==> src/rtl/alu_pkg.sv <==
// Opcode encoding shared by the registered ALU, its issue front end and benches.
package alu_pkg;

    localparam int OPCODE_W = 3;

    typedef logic [OPCODE_W-1:0] opcode_t;

    localparam opcode_t OP_ADD = 3'd0;
    localparam opcode_t OP_SUB = 3'd1;
    localparam opcode_t OP_AND = 3'd2;
    localparam opcode_t OP_OR  = 3'd3;
    localparam opcode_t OP_XOR = 3'd4;
    localparam opcode_t OP_NOT = 3'd5;
    localparam opcode_t OP_SHL = 3'd6;
    localparam opcode_t OP_SHR = 3'd7;

endpackage

==> src/rtl/alu_issue_ctrl_if.sv <==
// Command, ALU and result buses of the ALU issue front end.
// The slave view is the issue controller; the master view is its environment.
interface alu_issue_ctrl_if import alu_pkg::*; #(
    parameter int WIDTH = 16
) ();

    logic                cmd_valid;
    logic                cmd_ready;
    logic [WIDTH-1:0]    cmd_a;
    logic [WIDTH-1:0]    cmd_b;
    logic [OPCODE_W-1:0] cmd_op;

    logic [WIDTH-1:0]    alu_in0;
    logic [WIDTH-1:0]    alu_in1;
    logic [OPCODE_W-1:0] alu_opcode;
    logic [WIDTH-1:0]    alu_out;
    logic                alu_overflow;

    logic                res_valid;
    logic                res_ready;
    logic [WIDTH-1:0]    res_data;
    logic                res_overflow;

    modport slave (
        input  cmd_valid, cmd_a, cmd_b, cmd_op,
        output cmd_ready,
        output alu_in0, alu_in1, alu_opcode,
        input  alu_out, alu_overflow,
        output res_valid, res_data, res_overflow,
        input  res_ready
    );

    modport master (
        output cmd_valid, cmd_a, cmd_b, cmd_op,
        input  cmd_ready,
        input  alu_in0, alu_in1, alu_opcode,
        output alu_out, alu_overflow,
        input  res_valid, res_data, res_overflow,
        output res_ready
    );

endinterface

==> src/rtl/sync_fifo.sv <==
// Show-ahead synchronous FIFO with extra-MSB pointers for full/empty.
// Reads as zero while empty; pushes when full and pops when empty are ignored.
module sync_fifo #(
    parameter int W     = 8,
    parameter int DEPTH = 4
) (
    input  logic         clk,
    input  logic         rst_n,
    input  logic         push,
    input  logic [W-1:0] wdata,
    input  logic         pop,
    output logic [W-1:0] rdata,
    output logic         full,
    output logic         empty
);

    localparam int AW = $clog2(DEPTH);

    logic [W-1:0] mem [DEPTH];
    logic [AW:0]  wr_ptr;
    logic [AW:0]  rd_ptr;

    assign empty = (wr_ptr == rd_ptr);
    assign full  = (wr_ptr[AW] != rd_ptr[AW]) && (wr_ptr[AW-1:0] == rd_ptr[AW-1:0]);
    assign rdata = empty ? '0 : mem[rd_ptr[AW-1:0]];

    // Storage array; contents need no reset because empty masks the output.
    always_ff @(posedge clk) begin
        if (push && !full) begin
            mem[wr_ptr[AW-1:0]] <= wdata;
        end
    end

    // Read/write pointers advance on accepted push/pop and wrap naturally.
    always_ff @(posedge clk) begin
        if (!rst_n) begin
            wr_ptr <= '0;
            rd_ptr <= '0;
        end else begin
            if (push && !full) begin
                wr_ptr <= wr_ptr + 1'b1;
            end
            if (pop && !empty) begin
                rd_ptr <= rd_ptr + 1'b1;
            end
        end
    end

endmodule

==> src/rtl/alu_issue_ctrl.sv <==
// Command-issue front end for the registered ALU: buffers commands, drives
// the ALU inputs under a credit limit, tracks ALU latency with a valid delay
// line and collects results in issue order into a show-ahead result FIFO.
module alu_issue_ctrl import alu_pkg::*; #(
    parameter int WIDTH     = 16,
    parameter int CMD_DEPTH = 4,
    parameter int RES_DEPTH = 4,
    parameter int ALU_LAT   = 1
) (
    input  logic                   clk,
    input  logic                   rst_n,
    alu_issue_ctrl_if.slave        bus,
    output logic                   idle
);

    localparam int CMD_W = OPCODE_W + 2 * WIDTH;
    localparam int RES_W = WIDTH + 1;
    localparam int CRW   = $clog2(RES_DEPTH + 1);

    logic             cmd_push;
    logic             cmd_full;
    logic             cmd_empty;
    logic [CMD_W-1:0] cmd_rdata;

    logic             res_push;
    logic             res_pop;
    logic             res_full;
    logic             res_empty;
    logic [RES_W-1:0] res_rdata;

    logic             issue;
    logic [CRW-1:0]   credits;
    logic [ALU_LAT:0] inflight;

    assign cmd_push      = bus.cmd_valid && !cmd_full;
    assign bus.cmd_ready = !cmd_full;

    assign issue = !cmd_empty && (credits != '0);

    assign res_push = inflight[ALU_LAT];
    assign res_pop  = bus.res_ready && !res_empty;

    assign bus.res_valid                      = !res_empty;
    assign {bus.res_overflow, bus.res_data}   = res_rdata;

    assign idle = cmd_empty && (inflight == '0) && res_empty;

    sync_fifo #(
        .W     (CMD_W),
        .DEPTH (CMD_DEPTH)
    ) u_cmd_fifo (
        .clk   (clk),
        .rst_n (rst_n),
        .push  (cmd_push),
        .wdata ({bus.cmd_op, bus.cmd_a, bus.cmd_b}),
        .pop   (issue),
        .rdata (cmd_rdata),
        .full  (cmd_full),
        .empty (cmd_empty)
    );

    sync_fifo #(
        .W     (RES_W),
        .DEPTH (RES_DEPTH)
    ) u_res_fifo (
        .clk   (clk),
        .rst_n (rst_n),
        .push  (res_push),
        .wdata ({bus.alu_overflow, bus.alu_out}),
        .pop   (res_pop),
        .rdata (res_rdata),
        .full  (res_full),
        .empty (res_empty)
    );

    // ALU input registers load the head command on issue and hold otherwise.
    always_ff @(posedge clk) begin
        if (!rst_n) begin
            bus.alu_in0    <= '0;
            bus.alu_in1    <= '0;
            bus.alu_opcode <= '0;
        end else if (issue) begin
            bus.alu_opcode <= cmd_rdata[CMD_W-1 -: OPCODE_W];
            bus.alu_in0    <= cmd_rdata[2*WIDTH-1 -: WIDTH];
            bus.alu_in1    <= cmd_rdata[WIDTH-1:0];
        end
    end

    // Credits reserve result FIFO space for every op issued but not yet popped.
    always_ff @(posedge clk) begin
        if (!rst_n) begin
            credits <= CRW'(RES_DEPTH);
        end else if (issue && !res_pop) begin
            credits <= credits - CRW'(1);
        end else if (!issue && res_pop) begin
            credits <= credits + CRW'(1);
        end
    end

    // Valid delay line marks the cycle in which the ALU output belongs to an op.
    always_ff @(posedge clk) begin
        if (!rst_n) begin
            inflight <= '0;
        end else begin
            inflight <= {inflight[ALU_LAT-1:0], issue};
        end
    end

    // The credit scheme guarantees a result always finds a free slot.
    always_ff @(posedge clk) begin
        if (rst_n && res_push) begin
            assert (!res_full);
        end
    end

endmodule

==> src/flat_wrapper.sv <==
// flat-port wrapper written by rule: the top's interface ports become plain ports
module alu_issue_ctrl_flat import alu_pkg::*;
#(
    parameter int WIDTH     = 16,
    parameter int CMD_DEPTH = 4,
    parameter int RES_DEPTH = 4,
    parameter int ALU_LAT   = 1
)
  (clk, rst_n, idle, bus_cmd_valid, bus_cmd_a, bus_cmd_b, bus_cmd_op, bus_cmd_ready, bus_alu_in0, bus_alu_in1, bus_alu_opcode, bus_alu_out, bus_alu_overflow, bus_res_valid, bus_res_data, bus_res_overflow, bus_res_ready);
  alu_issue_ctrl_if #(.WIDTH(WIDTH)) bus_i ();
  input  logic clk;
  input  logic rst_n;
  output logic idle;
  input wire logic [$bits(bus_i.cmd_valid)-1:0] bus_cmd_valid;
  input wire logic [$bits(bus_i.cmd_a)-1:0] bus_cmd_a;
  input wire logic [$bits(bus_i.cmd_b)-1:0] bus_cmd_b;
  input wire logic [$bits(bus_i.cmd_op)-1:0] bus_cmd_op;
  output wire logic [$bits(bus_i.cmd_ready)-1:0] bus_cmd_ready;
  output wire logic [$bits(bus_i.alu_in0)-1:0] bus_alu_in0;
  output wire logic [$bits(bus_i.alu_in1)-1:0] bus_alu_in1;
  output wire logic [$bits(bus_i.alu_opcode)-1:0] bus_alu_opcode;
  input wire logic [$bits(bus_i.alu_out)-1:0] bus_alu_out;
  input wire logic [$bits(bus_i.alu_overflow)-1:0] bus_alu_overflow;
  output wire logic [$bits(bus_i.res_valid)-1:0] bus_res_valid;
  output wire logic [$bits(bus_i.res_data)-1:0] bus_res_data;
  output wire logic [$bits(bus_i.res_overflow)-1:0] bus_res_overflow;
  input wire logic [$bits(bus_i.res_ready)-1:0] bus_res_ready;
  assign bus_i.cmd_valid = bus_cmd_valid;
  assign bus_i.cmd_a = bus_cmd_a;
  assign bus_i.cmd_b = bus_cmd_b;
  assign bus_i.cmd_op = bus_cmd_op;
  assign bus_cmd_ready = bus_i.cmd_ready;
  assign bus_alu_in0 = bus_i.alu_in0;
  assign bus_alu_in1 = bus_i.alu_in1;
  assign bus_alu_opcode = bus_i.alu_opcode;
  assign bus_i.alu_out = bus_alu_out;
  assign bus_i.alu_overflow = bus_alu_overflow;
  assign bus_res_valid = bus_i.res_valid;
  assign bus_res_data = bus_i.res_data;
  assign bus_res_overflow = bus_i.res_overflow;
  assign bus_i.res_ready = bus_res_ready;
  alu_issue_ctrl #(.WIDTH(WIDTH), .CMD_DEPTH(CMD_DEPTH), .RES_DEPTH(RES_DEPTH), .ALU_LAT(ALU_LAT)) u_core (.clk(clk), .rst_n(rst_n), .bus(bus_i), .idle(idle));
endmodule
==> config.mk <==
export PLATFORM = sky130hd
export DESIGN_NAME = alu_issue_ctrl_flat
export DESIGN_NICKNAME = d
export VERILOG_FILES = /design/src/rtl/alu_pkg.sv /design/src/rtl/alu_issue_ctrl_if.sv /design/src/rtl/sync_fifo.sv /design/src/rtl/alu_issue_ctrl.sv /design/src/flat_wrapper.sv
export SDC_FILE = /design/constraint.sdc
export NUM_CORES = 1
export LEC_CHECK = 0
export CAP_MARGIN = 40
export CELL_PAD_IN_SITES_DETAIL_PLACEMENT = 1
export CELL_PAD_IN_SITES_GLOBAL_PLACEMENT = 2
export CORE_ASPECT_RATIO = 0.6
export CORE_MARGIN = 4
export CORE_UTILIZATION = 42
export DETAILED_ROUTE_END_ITERATION = 6
export PLACE_DENSITY_LB_ADDON = 0.1
export SYNTH_ARGS = -nofsm -noshare
export SYNTH_HDL_FRONTEND = slang
export SYNTH_HIERARCHICAL = 1
export SYNTH_SLANG_ARGS = --single-unit
==> constraint.sdc <==
create_clock -name clk -period 4.13 [get_ports clk]
set_input_delay 0.413 -clock clk [delete_from_list [all_inputs] [get_ports clk]]
set_output_delay 0.413 -clock clk [all_outputs]
set_load 0.05 [all_outputs]
==> summary.txt, run 1 <==
====================================================================================
Via count of the first global-routing pass ............................        6,392
Routability-driven placement congestion ratio .........................        0.788
Min-delay src ......................................................... u_core/bus.alu_in1[7]$_SDFFE_PN0P_
Proportion of synthesized flip-flops having asynchronous set or reset .            0
Aggregate negative setup slack ........................................         0 ns
Leading cell types by total area after synthesis ...................... edfxtp_1, mux4_2, dfxtp_1
Mean area per synthesized cell ........................................     16.6 µm²
Effective utilization at floorplan ....................................        0.435
Maximum achievable frequency ..........................................      298 MHz
CTS clk-pin slew, worst paths .........................................      0.07 ns
Clock Root Buffer .....................................................    clkbuf_16
Final setup violation count ...........................................            0
Synth warn ............................................................            6
Worst R2R Setup Slack .................................................      1.10 ns
Run status ............................................................    completed
WP data arrival .......................................................      2.95 ns
All-layer global routing usage ........................................        0.166
Post-CTS Hold Buffers .................................................            0
Worst max-slew margin expressed relative to the limit .................        0.427
Minimum clock period after layout .....................................      3.36 ns
Overflow after GRT ....................................................            0
Multiplexer share of the synthesized area .............................        0.142
DP HPWL ...............................................................    15,300 µm
Post-synth EDFFs ......................................................          208
Met2 usage in global routing ..........................................        0.266
Number of inserted diodes .............................................            0
Most used DFF post-synth ..............................................     edfxtp_1
Type of the worst setup path .......................................... register to output pin
Final hold violation count ............................................            0
Worst Skew ............................................................    0.0107 ns
Total leakage power ...................................................   0.00433 µW
Total of buffers placed on input and output ports .....................          110
Reg2reg start ......................................................... u_core/u_cmd_fifo/wr_ptr[0]$_SDFFE_PN0P_
Total power density per cell area .....................................   748 nW/µm²
Part of the cycle the worst path needs ................................        0.814
Via-per-instance ratio ................................................         5.25
Die span in y .........................................................       132 µm
Critical Path Start ................................................... u_core/u_res_fifo/wr_ptr[1]$_SDFFE_PN0P_
Clock tree from TritonCTS .............................................        built
Critical Path End Type ................................................   output pin
Worst-Skew Late Latency ...............................................      0.53 ns
Met1 capacity usage during global routing .............................        0.246
Count of placed standard cells in the final layout, fillers left out ..        1,107
Combinational family with the most area after synthesis ............... multiplexers
Final antenna-violating net count .....................................            0
Fraction of synthesized cell area taken by the top area cell type .....        0.583
Net count after synthesis .............................................          714
First-pass iteration count of the detailed router .....................            4
Final design utilization ..............................................        0.529
Largest driver fanout on the critical path ............................            9
Buffers inserted during post-CTS setup optimization ...................            0
Routed WL .............................................................    23,400 µm
Compound-Gate Fraction of Synth Area ..................................       0.0247
I/O pin total .........................................................          111
Longest Clk Path Bufs .................................................            3
Worst EP required .....................................................      3.72 ns
Cell taking the most area after synthesis .............................     edfxtp_1
Antenna violations before repair ......................................            1
Syn Std Cell Area .....................................................   10,700 µm²
CTS sink count ........................................................          264
Unrepaired setup endpoints after global routing .......................           no
Area fraction in and, or, nand and nor cells after synthesis ..........       0.0913
Synthesis-stage register bit count ....................................          264
GRT Max-Usage Layer ...................................................         met2
Area inside the core boundary .........................................   24,700 µm²
Pin count of the biggest net entering global routing ..................           77
Area enclosed by the die boundary .....................................   28,200 µm²
Wire length per cell ..................................................      21.2 µm
Highest ir drop seen on vdd ...........................................     0.445 mV
Startpoint type of the worst setup path ...............................     register
Remaining design rule violation count .................................            0
Proportion of synthesized chip area in sequential cells ...............        0.687
# placed instances ....................................................        1,061
Resized cells post-CTS ................................................            0
Global-route wire length before repair ................................    37,600 µm
Post-synthesis share of cell area spent on xor and xnor gates .........       0.0135
Capture point of the worst path .......................................         idle
Distinct cells, synth .................................................           38
Adder and majority gate portion of the synthesized area ...............       0.0147
Instance count of the mapped netlist ..................................          646
Number of cell instances on the worst register-to-register path .......            7
Number of buffers created by CTS ......................................           25
Die boundary width ....................................................       214 µm
CTS H-tree lvls .......................................................            1
Most common cell in the netlist .......................................     edfxtp_1
Final Net Count .......................................................          834
Share of layout cells above drive strength 1 ..........................        0.155
P&R area growth vs syn ................................................        21.8%
Rows ..................................................................           44
Worst r2r dst ......................................................... u_core/u_cmd_fifo/mem[1][15]$_DFFE_PP_
Leading post-synthesis cells by instance count ........................ edfxtp_1, nand2_1, dfxtp_1, nor2b_1, mux4_2
Slew at the pin closest to its max-slew limit .........................     0.859 ns
Slew Limit Fails ......................................................            0
DR vias ...............................................................        5,814
DR iter-0 viols .......................................................          345
Worst min path class .................................................. register to register
Met3 capacity usage during global routing .............................       0.0283
Max-cap check violation count .........................................            0
====================================================================================
-- stage by stage --
stage	instance area (µm²)	hold slack, ns	total power, µW	setup WS, ns
3_3_place_gp	12100	0.443	7430	1.21
2_1_floorplan	10700	0.431	6430	0.596
4_1_cts	13100	0.462	9910	0.765
3_5_place_dp	12200	0.448	7540	1.05
6_report	13100	0.459	9770	0.770
5_1_grt	13100	0.479	10300	0.609
-- per-layer routing --
layer / vias up / wire, µm
li1: 2685 / -
met1: 2995 / 11200
met2: 102 / 11000
met3: 30 / 876
met4: 2 / 313
met5: - / 20
-- cells by family (layout without fill, tap and decap cells) --
logic type / after synthesis / count (layout)
fa+ha+maj: 12 / 12
xor+xnor: 14 / 14
flops: 264 / 264
mux: 87 / 87
compound gates: 38 / 38
buf+inv: 49 / 188
simple gates: 182 / 182
-- cell usage in the layout, fill, tap and decap left out, types with 4 or more instances in the layout --
cell / count
a211oi_1: 4
xnor2_1: 7
mux2i_1: 35
nand3b_1: 8
nand4_1: 4
dfxtp_1: 54
and2_1: 11
edfxtp_1: 208
inv_1: 16
clkbuf_16: 25
buf_4: 12
a41oi_1: 4
clkdlybuf4s50_1: 109
ha_1: 11
o211ai_1: 4
mux4_2: 52
o31a_1: 4
nand2_1: 76
nand3_1: 7
nor3_1: 6
clkbuf_8: 5
a21oi_1: 4
nor2b_1: 53
o21ai_0: 10
a211o_1: 6
xor2_1: 4
-- worst min-delay path by stage --
stage	to	depth (start not counted)
6_report	u_core/bus.alu_in1[7]$_SDFFE_PN0P_	2
5_1_grt	u_core/bus.alu_in0[13]$_SDFFE_PN0P_	2
4_1_cts	u_core/bus.alu_in1[6]$_SDFFE_PN0P_	2
3_5_place_dp	u_core/bus.alu_in1[6]$_SDFFE_PN0P_	2
3_3_place_gp	u_core/bus.alu_in1[13]$_SDFFE_PN0P_	2
2_1_floorplan	u_core/inflight[1]$_SDFF_PN0_	1
-- where the power goes --
group	switching [µW]	total [µW]	leakage, µW	internal, µW
combinational	2370	3820	0.00156	1450
sequential	246	3610	0.00236	3370
clock	991	2330	0.000408	1340
total	3610	9770	0.00433	6160
-- area by class of cell --
class,count,area (µm²)
inverter,16,60.1
multi-input combinational,333,3080
timing repair buffer,126,1300
clock buffer,33,706
fill,2339,11600
tap,322,403
clock inverter,13,141
sequential,264,7370
-- flip-flops by register name (all words and copies together) (netlist names), named ones only --
register	flops
u_core/inflight	2
u_core/bus.alu_opcode	3
u_core/u_res_fifo/rd_ptr	3
u_core/u_cmd_fifo/rd_ptr	3
u_core/bus.alu_in1	16
u_core/u_cmd_fifo/wr_ptr	3
u_core/credits	3
u_core/u_res_fifo/wr_ptr	3
u_core/u_res_fifo/mem	68
u_core/u_cmd_fifo/mem	140
u_core/bus.alu_in0	16
-- worst max-delay path, stage by stage, from the launching register on --
cell and delay [ns]:
dfxtp_1 0.54, xor2_1 0.26, nor3_4 0.25, inv_1 0.11
nor4b_1 0.38, clkdlybuf4s50_1 0.88
(Power assumes the default switching activity.)
==> inputs of run 2 (changes only) <==
==> constraint.sdc (replaced) <==
create_clock -name clk -period 3.48 [get_ports clk]
set_input_delay 0.348 -clock clk [delete_from_list [all_inputs] [get_ports clk]]
set_output_delay 0.348 -clock clk [all_outputs]
set_load 0.05 [all_outputs]
==> run 2 against run 1 <==
  * Non-clock buffer count increased by 1
  * Global-route usage is 0.61 points higher
  * Combinational power rose by 21%
  * Critical endpoint is now bus_res_data[9]
  * Die area did not move
  * First-iteration DRC count rose by 24%
  * Critical path type unchanged
  * Final cell count is 0.18% higher
  * Hold slack worse by 0.080 ns
  * Power is 20% higher
  * Count of clock-buffer cells in the layout is 4 lower
  * Via count rose by 0.95%
  * Highest routed layer is now met4
  * Clock skew down 0.0010 ns
==> summary.txt, run 2 (synthesis gave the netlist of run 1 again) <==
===================================================================================
Share of layout cells above drive strength 1 .........................        0.163
All-layer global routing usage .......................................        0.172
Buffers inserted during post-CTS setup optimization ..................            0
I/O pin total ........................................................          111
Startpoint type of the worst setup path ..............................     register
Unrepaired setup endpoints after global routing ......................           no
Longest Clk Path Bufs ................................................            3
Final setup violation count ..........................................            0
Max-cap check violation count ........................................            0
Total leakage power ..................................................   0.00434 µW
# placed instances ...................................................        1,062
Effective utilization at floorplan ...................................        0.435
Die boundary width ...................................................       214 µm
Resized cells post-CTS ...............................................            0
Most common library cell in the layout ignoring fill and taps ........     edfxtp_1
Run status ...........................................................    completed
Pin count of the biggest net entering global routing .................           74
Largest driver fanout on the critical path ...........................           18
Worst R2R Setup Slack ................................................      0.55 ns
Slew Limit Fails .....................................................            0
Area enclosed by the die boundary ....................................   28,200 µm²
Maximum achievable frequency .........................................      311 MHz
Overflow after GRT ...................................................            0
Worst max-slew margin expressed relative to the limit ................        0.455
Worst hold slack after final layout ..................................     0.379 ns
Type of the worst setup path ......................................... register to output pin
Slew at the pin closest to its max-slew limit ........................     0.818 ns
DR vias ..............................................................        5,869
Via-per-instance ratio ...............................................         5.29
Routed WL ............................................................    24,100 µm
CTS H-tree lvls ......................................................            1
Setup slack after placement ..........................................     0.584 ns
DP HPWL ..............................................................    15,600 µm
Clock tree from TritonCTS ............................................        built
Via count of the first global-routing pass ...........................        6,484
Remaining design rule violation count ................................            0
Rows .................................................................           44
Wire length per cell .................................................      21.7 µm
P&R area growth vs syn ...............................................        22.0%
Cells traversed along the worst timing path .......................... xor2_1 > nor3_4 > buf_4 > nor2b_1 > clkdlybuf4s50_1
Global-route wire length before repair ...............................    38,500 µm
Total power density per cell area ....................................   894 nW/µm²
Routability-driven placement congestion ratio ........................        0.782
Post-layout power ....................................................    11,700 µW
DR iter-0 viols ......................................................          428
Final antenna-violating net count ....................................            0
FF/Latch Area ........................................................     7370 µm²
Clock Root Buffer ....................................................    clkbuf_16
Total of buffers placed on input and output ports ....................          110
Slowest cell on the critical path .................................... clkdlybuf4s50_1
Post-CTS Hold Buffers ................................................            0
Cells on Worst Hold Path .............................................            2
Minimum clock period after layout ....................................      3.21 ns
Final hold violation count ...........................................            0
Min setup slack post-route ...........................................     0.269 ns
Die span in y ........................................................       132 µm
Count of placed standard cells in the final layout, fillers left out .        1,109
Part of the cycle the worst path needs ...............................        0.923
WP data arrival ......................................................      2.86 ns
Highest ir drop seen on vdd ..........................................     0.489 mV
Number of cell instances on the worst register-to-register path ......            7
Critical Path End Type ...............................................   output pin
Number of buffers created by CTS .....................................           25
Largest incremental delay on the critical path .......................      0.83 ns
Final Net Count ......................................................          835
CTS clk-pin slew, worst paths ........................................      0.06 ns
Worst Skew ...........................................................   0.00972 ns
First-pass iteration count of the detailed router ....................            4
Worst EP required ....................................................      3.13 ns
Most frequent cells in the layout .................................... edfxtp_1, clkdlybuf4s50_1, nand2_1
Footprint of the multi-input gates ...................................     3080 µm²
Flip-flop count of the largest register after layout .................          140
Aggregate negative setup slack .......................................         0 ns
Worst-Skew Late Latency ..............................................      0.54 ns
Worst min path class ................................................. input port to register
Area inside the core boundary ........................................   24,700 µm²
Antenna violations before repair .....................................            0
CTS sink count .......................................................          264
Filler Cells Inserted ................................................        2,314
===================================================================================
-- run 2: cell types whose count changed in the layout (fill, tap and decap cells not counted) --
| cell | change |
|---|---|
| clkinv_1 | -1 |
| clkbuf_8 | -1 |
| clkdlybuf4s50_1 | -1 |
| inv_6 | -2 |
| clkbuf_1 | -3 |
| buf_16 | -2 |
| buf_4 | -1 |
| diode_2 | +1 |
| clkinv_2 | +5 |
| clkinvlp_4 | +2 |
| buf_8 | +1 |
| buf_12 | +4 |
-- run 2: through the flow --
| stage | util | instance area (µm²) |
|---|---|---|
| after floorplan | - | 10700 |
| after global placement | 0.493 | 12200 |
| after detailed placement | 0.496 | 12200 |
| after CTS | 0.530 | 13100 |
| after global routing | 0.530 | 13100 |
| final | 0.530 | 13100 |
-- run 2: final timing paths --
| kind | from | endpoint |
|---|---|---|
| max | u_core/u_res_fifo/wr_ptr[1]$_SDFFE_PN0P_ | bus_res_data[9] |
| min | rst_n | u_core/credits[2]$_SDFFE_PN1P_ |
| max reg2reg | u_core/u_cmd_fifo/wr_ptr[0]$_SDFFE_PN0P_ | u_core/u_cmd_fifo/mem[0][2]$_DFFE_PP_ |
| min reg2reg | u_core/bus.alu_in1[4]$_SDFFE_PN0P_ | u_core/bus.alu_in1[4]$_SDFFE_PN0P_ |
-- run 2: layout make-up --
| cell class | count | area share |
|---|---|---|
| clock buffers | 29 | 0.0521 |
| clock inverters | 17 | 0.0122 |
| multi-input cells | 333 | 0.235 |
| diodes | 1 | 0.000191 |
| inverters | 16 | 0.00459 |
| repair buffers | 127 | 0.101 |
| flip-flops and latches | 264 | 0.564 |
| well taps | 322 | 0.0308 |
-- run 2: critical path: cells and delay by family, from the launching register on --
family | cells | cell delay, ns
XOR/XNOR | 1 | 0.49
flip-flops | 1 | 0.54
AND/OR/NAND/NOR | 2 | 0.23
buffers and inverters | 2 | 1.05
-- run 2: power breakdown --
group | switching, µW | internal, µW | leakage, µW | total, µW
sequential | 311 | 4000 | 0.00236 | 4310
clock | 1210 | 1560 | 0.000406 | 2770
combinational | 2860 | 1760 | 0.00157 | 4610
total | 4370 | 7320 | 0.00434 | 11700
-- run 2: routing by layer --
| layer | vias to the layer above | wire (µm) | GRT usage | part of all wire |
|---|---|---|---|---|
| met5 | - | 0 | 0 | 0 |
| met4 | 0 | 353 | 0.0295 | 0.015 |
| met3 | 29 | 1150 | 0.0389 | 0.048 |
| met2 | 124 | 10700 | 0.257 | 0.44 |
| met1 | 3029 | 11900 | 0.264 | 0.49 |
| li1 | 2687 | - | - | - |
==> inputs of run 3 (changes only) <==
--- a/config.mk
+++ b/config.mk
@@ -5,14 +5,15 @@
 export SDC_FILE = /design/constraint.sdc
 export NUM_CORES = 1
 export LEC_CHECK = 0
+export ABC_AREA = 1
 export CAP_MARGIN = 40
 export CELL_PAD_IN_SITES_DETAIL_PLACEMENT = 1
 export CELL_PAD_IN_SITES_GLOBAL_PLACEMENT = 2
 export CORE_ASPECT_RATIO = 0.6
 export CORE_MARGIN = 4
-export CORE_UTILIZATION = 42
+export CORE_UTILIZATION = 37
 export DETAILED_ROUTE_END_ITERATION = 6
-export PLACE_DENSITY_LB_ADDON = 0.1
+export PLACE_DENSITY = 0.92
 export SYNTH_ARGS = -nofsm -noshare
 export SYNTH_HDL_FRONTEND = slang
 export SYNTH_HIERARCHICAL = 1
==> run 3 against run 2 <==
  * Fmax up 1.6%
  * Wire length rose by 14%
  * Sequential power down 6.3%
  * Synthesized cell count up 67%
  * Design area grew 2.0%
  * Synthesized area up 3.8%
  * Global-route usage down 0.39 points
  * Critical path type unchanged
  * Critical endpoint is now bus_res_data[7]
  * Largest power group unchanged
==> summary.txt, run 3 <==
================================================================================
Run status ........................................................    completed
Total of buffers placed on input and output ports .................          110
Relative contribution of sequential cells to total power ..........        0.353
Largest incremental delay on the critical path ....................      0.80 ns
Number of buffers created by CTS ..................................           27
Total leakage power ...............................................   0.00528 µW
Clock Root Buffer .................................................    clkbuf_16
Largest driver fanout on the critical path ........................           23
I/O pin total .....................................................          111
Routability-driven placement congestion ratio .....................        0.750
CTS sink count ....................................................          264
Buffers inserted during post-CTS setup optimization ...............            0
Resized cells post-CTS ............................................            0
Share of layout cells above drive strength 1 ......................       0.0708
Total power density per cell area .................................   859 nW/µm²
CTS clk-pin slew, worst paths .....................................      0.06 ns
Clock tree from TritonCTS .........................................        built
Maximum achievable frequency ......................................      316 MHz
First-pass iteration count of the detailed router .................            4
Worst Skew ........................................................    0.0100 ns
Wire length per cell ..............................................      17.2 µm
Startpoint type of the worst setup path ...........................     register
Mean area per synthesized cell ....................................     10.3 µm²
Clock power share .................................................        0.239
Post-CTS Hold Buffers .............................................            0
Area enclosed by the die boundary .................................   33,000 µm²
DP HPWL ...........................................................    17,200 µm
Pin count of the biggest net entering global routing ..............           72
Instance count of the mapped netlist ..............................        1,082
Critical Path End Type ............................................   output pin
Area inside the core boundary .....................................   29,200 µm²
Minimum clock period after layout .................................      3.16 ns
Antenna violations before repair ..................................            1
Overflow after GRT ................................................            0
Switching portion of total power ..................................        0.405
DR vias ...........................................................        7,786
Remaining design rule violation count .............................            0
Slew at the pin closest to its max-slew limit .....................     0.856 ns
Min setup slack post-route ........................................     0.319 ns
P&R area growth vs syn ............................................        19.8%
Final Net Count ...................................................        1,249
DR iter-0 viols ...................................................          410
Routed WL .........................................................    27,500 µm
Cells traversed along the worst timing path ....................... buf_4 > nor2_1 > nor2_1 > o21ai_1 > o21ai_1 > nand2_1 > inv_1 > clkdlybuf4s50_1
Unrepaired setup endpoints after global routing ...................           no
Longest Clk Path Bufs .............................................            3
Die boundary width ................................................       232 µm
Worst EP required .................................................      3.13 ns
Via count of the first global-routing pass ........................        8,397
Max-cap check violation count .....................................            0
Internal power consumption ........................................      6820 µW
Share of power burned in combinational logic ......................        0.408
All-layer global routing usage ....................................        0.168
Most common library cell in the layout ignoring fill and taps .....       nor2_1
Worst max-slew margin expressed relative to the limit .............        0.429
Number of inserted diodes .........................................            0
Worst min path class .............................................. input port to register
Net Switching .....................................................      4640 µW
Worst-Skew Late Latency ...........................................      0.54 ns
Type of the worst setup path ...................................... register to output pin
Effective utilization at floorplan ................................        0.381
Global-route wire length before repair ............................    44,400 µm
Via-per-instance ratio ............................................         4.86
Most frequent cells in the layout ................................. nor2_1, edfxtp_1, nand2_1
Slowest cell on the critical path ................................. clkdlybuf4s50_1
Rows ..............................................................           48
Synth warn ........................................................            6
WP data arrival ...................................................      2.81 ns
Slew Limit Fails ..................................................            0
Setup slack after placement .......................................     0.851 ns
Final antenna-violating net count .................................            0
Cell type group with the largest total delay on the critical path . buffers and inverters
Aggregate negative setup slack ....................................         0 ns
Worst R2R Setup Slack .............................................      0.86 ns
Final hold violation count ........................................            0
Highest ir drop seen on vdd .......................................     0.612 mV
Net count after synthesis .........................................        1,150
Die span in y .....................................................       142 µm
Final setup violation count .......................................            0
Number of buffers and inverters on the critical path ..............            3
Part of the cycle the worst path needs ............................        0.908
CTS H-tree lvls ...................................................            1
Syn Std Cell Area .................................................   11,100 µm²
Flip-flop count of the largest register after layout ..............          140
================================================================================
[run 3: final cells by class]
cell class	instances	area, µm²
Timing Repair Buffer	128	1240
Multi-Input combinational cell	626	2900
Clock buffer	36	729
Sequential cell	264	7370
Fill cell	3268	15900
Inverter	134	503
Tap cell	400	500
Clock inverter	13	95.1
[run 3: path summary, 6_finish.rpt]
check / start / to / cells after the start
max reg2reg: u_core/u_cmd_fifo/wr_ptr[1]$_SDFFE_PN0P_ / u_core/u_cmd_fifo/mem[0][15]$_DFFE_PP_ / 9
min reg2reg: u_core/inflight[0]$_SDFF_PN0_ / u_core/inflight[1]$_SDFF_PN0_ / 2
min: rst_n / u_core/credits[2]$_SDFFE_PN1P_ / 2
max: register / bus_res_data[7] / 8
[run 3: through the flow]
stage                     area, µm²  hold WS, ns   util  std cells  power (µW)
after floorplan               11100        0.407      -       1082        7510
after global placement        12500        0.415  0.428       1551        8620
after detailed placement      12500        0.424  0.428       1552        8790
after CTS                     13300        0.372  0.457       1601       11600
after global routing          13300        0.421  0.457       1601       12300
final                         13300        0.403  0.457       1601       11500
[run 3: metal layers]
layer | global-route usage | part of all wire
met5 | 0 | 0.00047
met2 | 0.301 | 0.49
met4 | 0.0314 | 0.015
met3 | 0.0324 | 0.039
met1 | 0.217 | 0.45
[run 3: power groups by stage]
stage	Combinational (µW)	Sequential [µW]	Clock [µW]
3_5_place_dp	4690	4110	0
5_1_grt	5200	4090	2970
6_report	4680	4040	2740
2_1_floorplan	2770	4740	0
3_3_place_gp	4530	4080	0
4_1_cts	4730	4050	2820
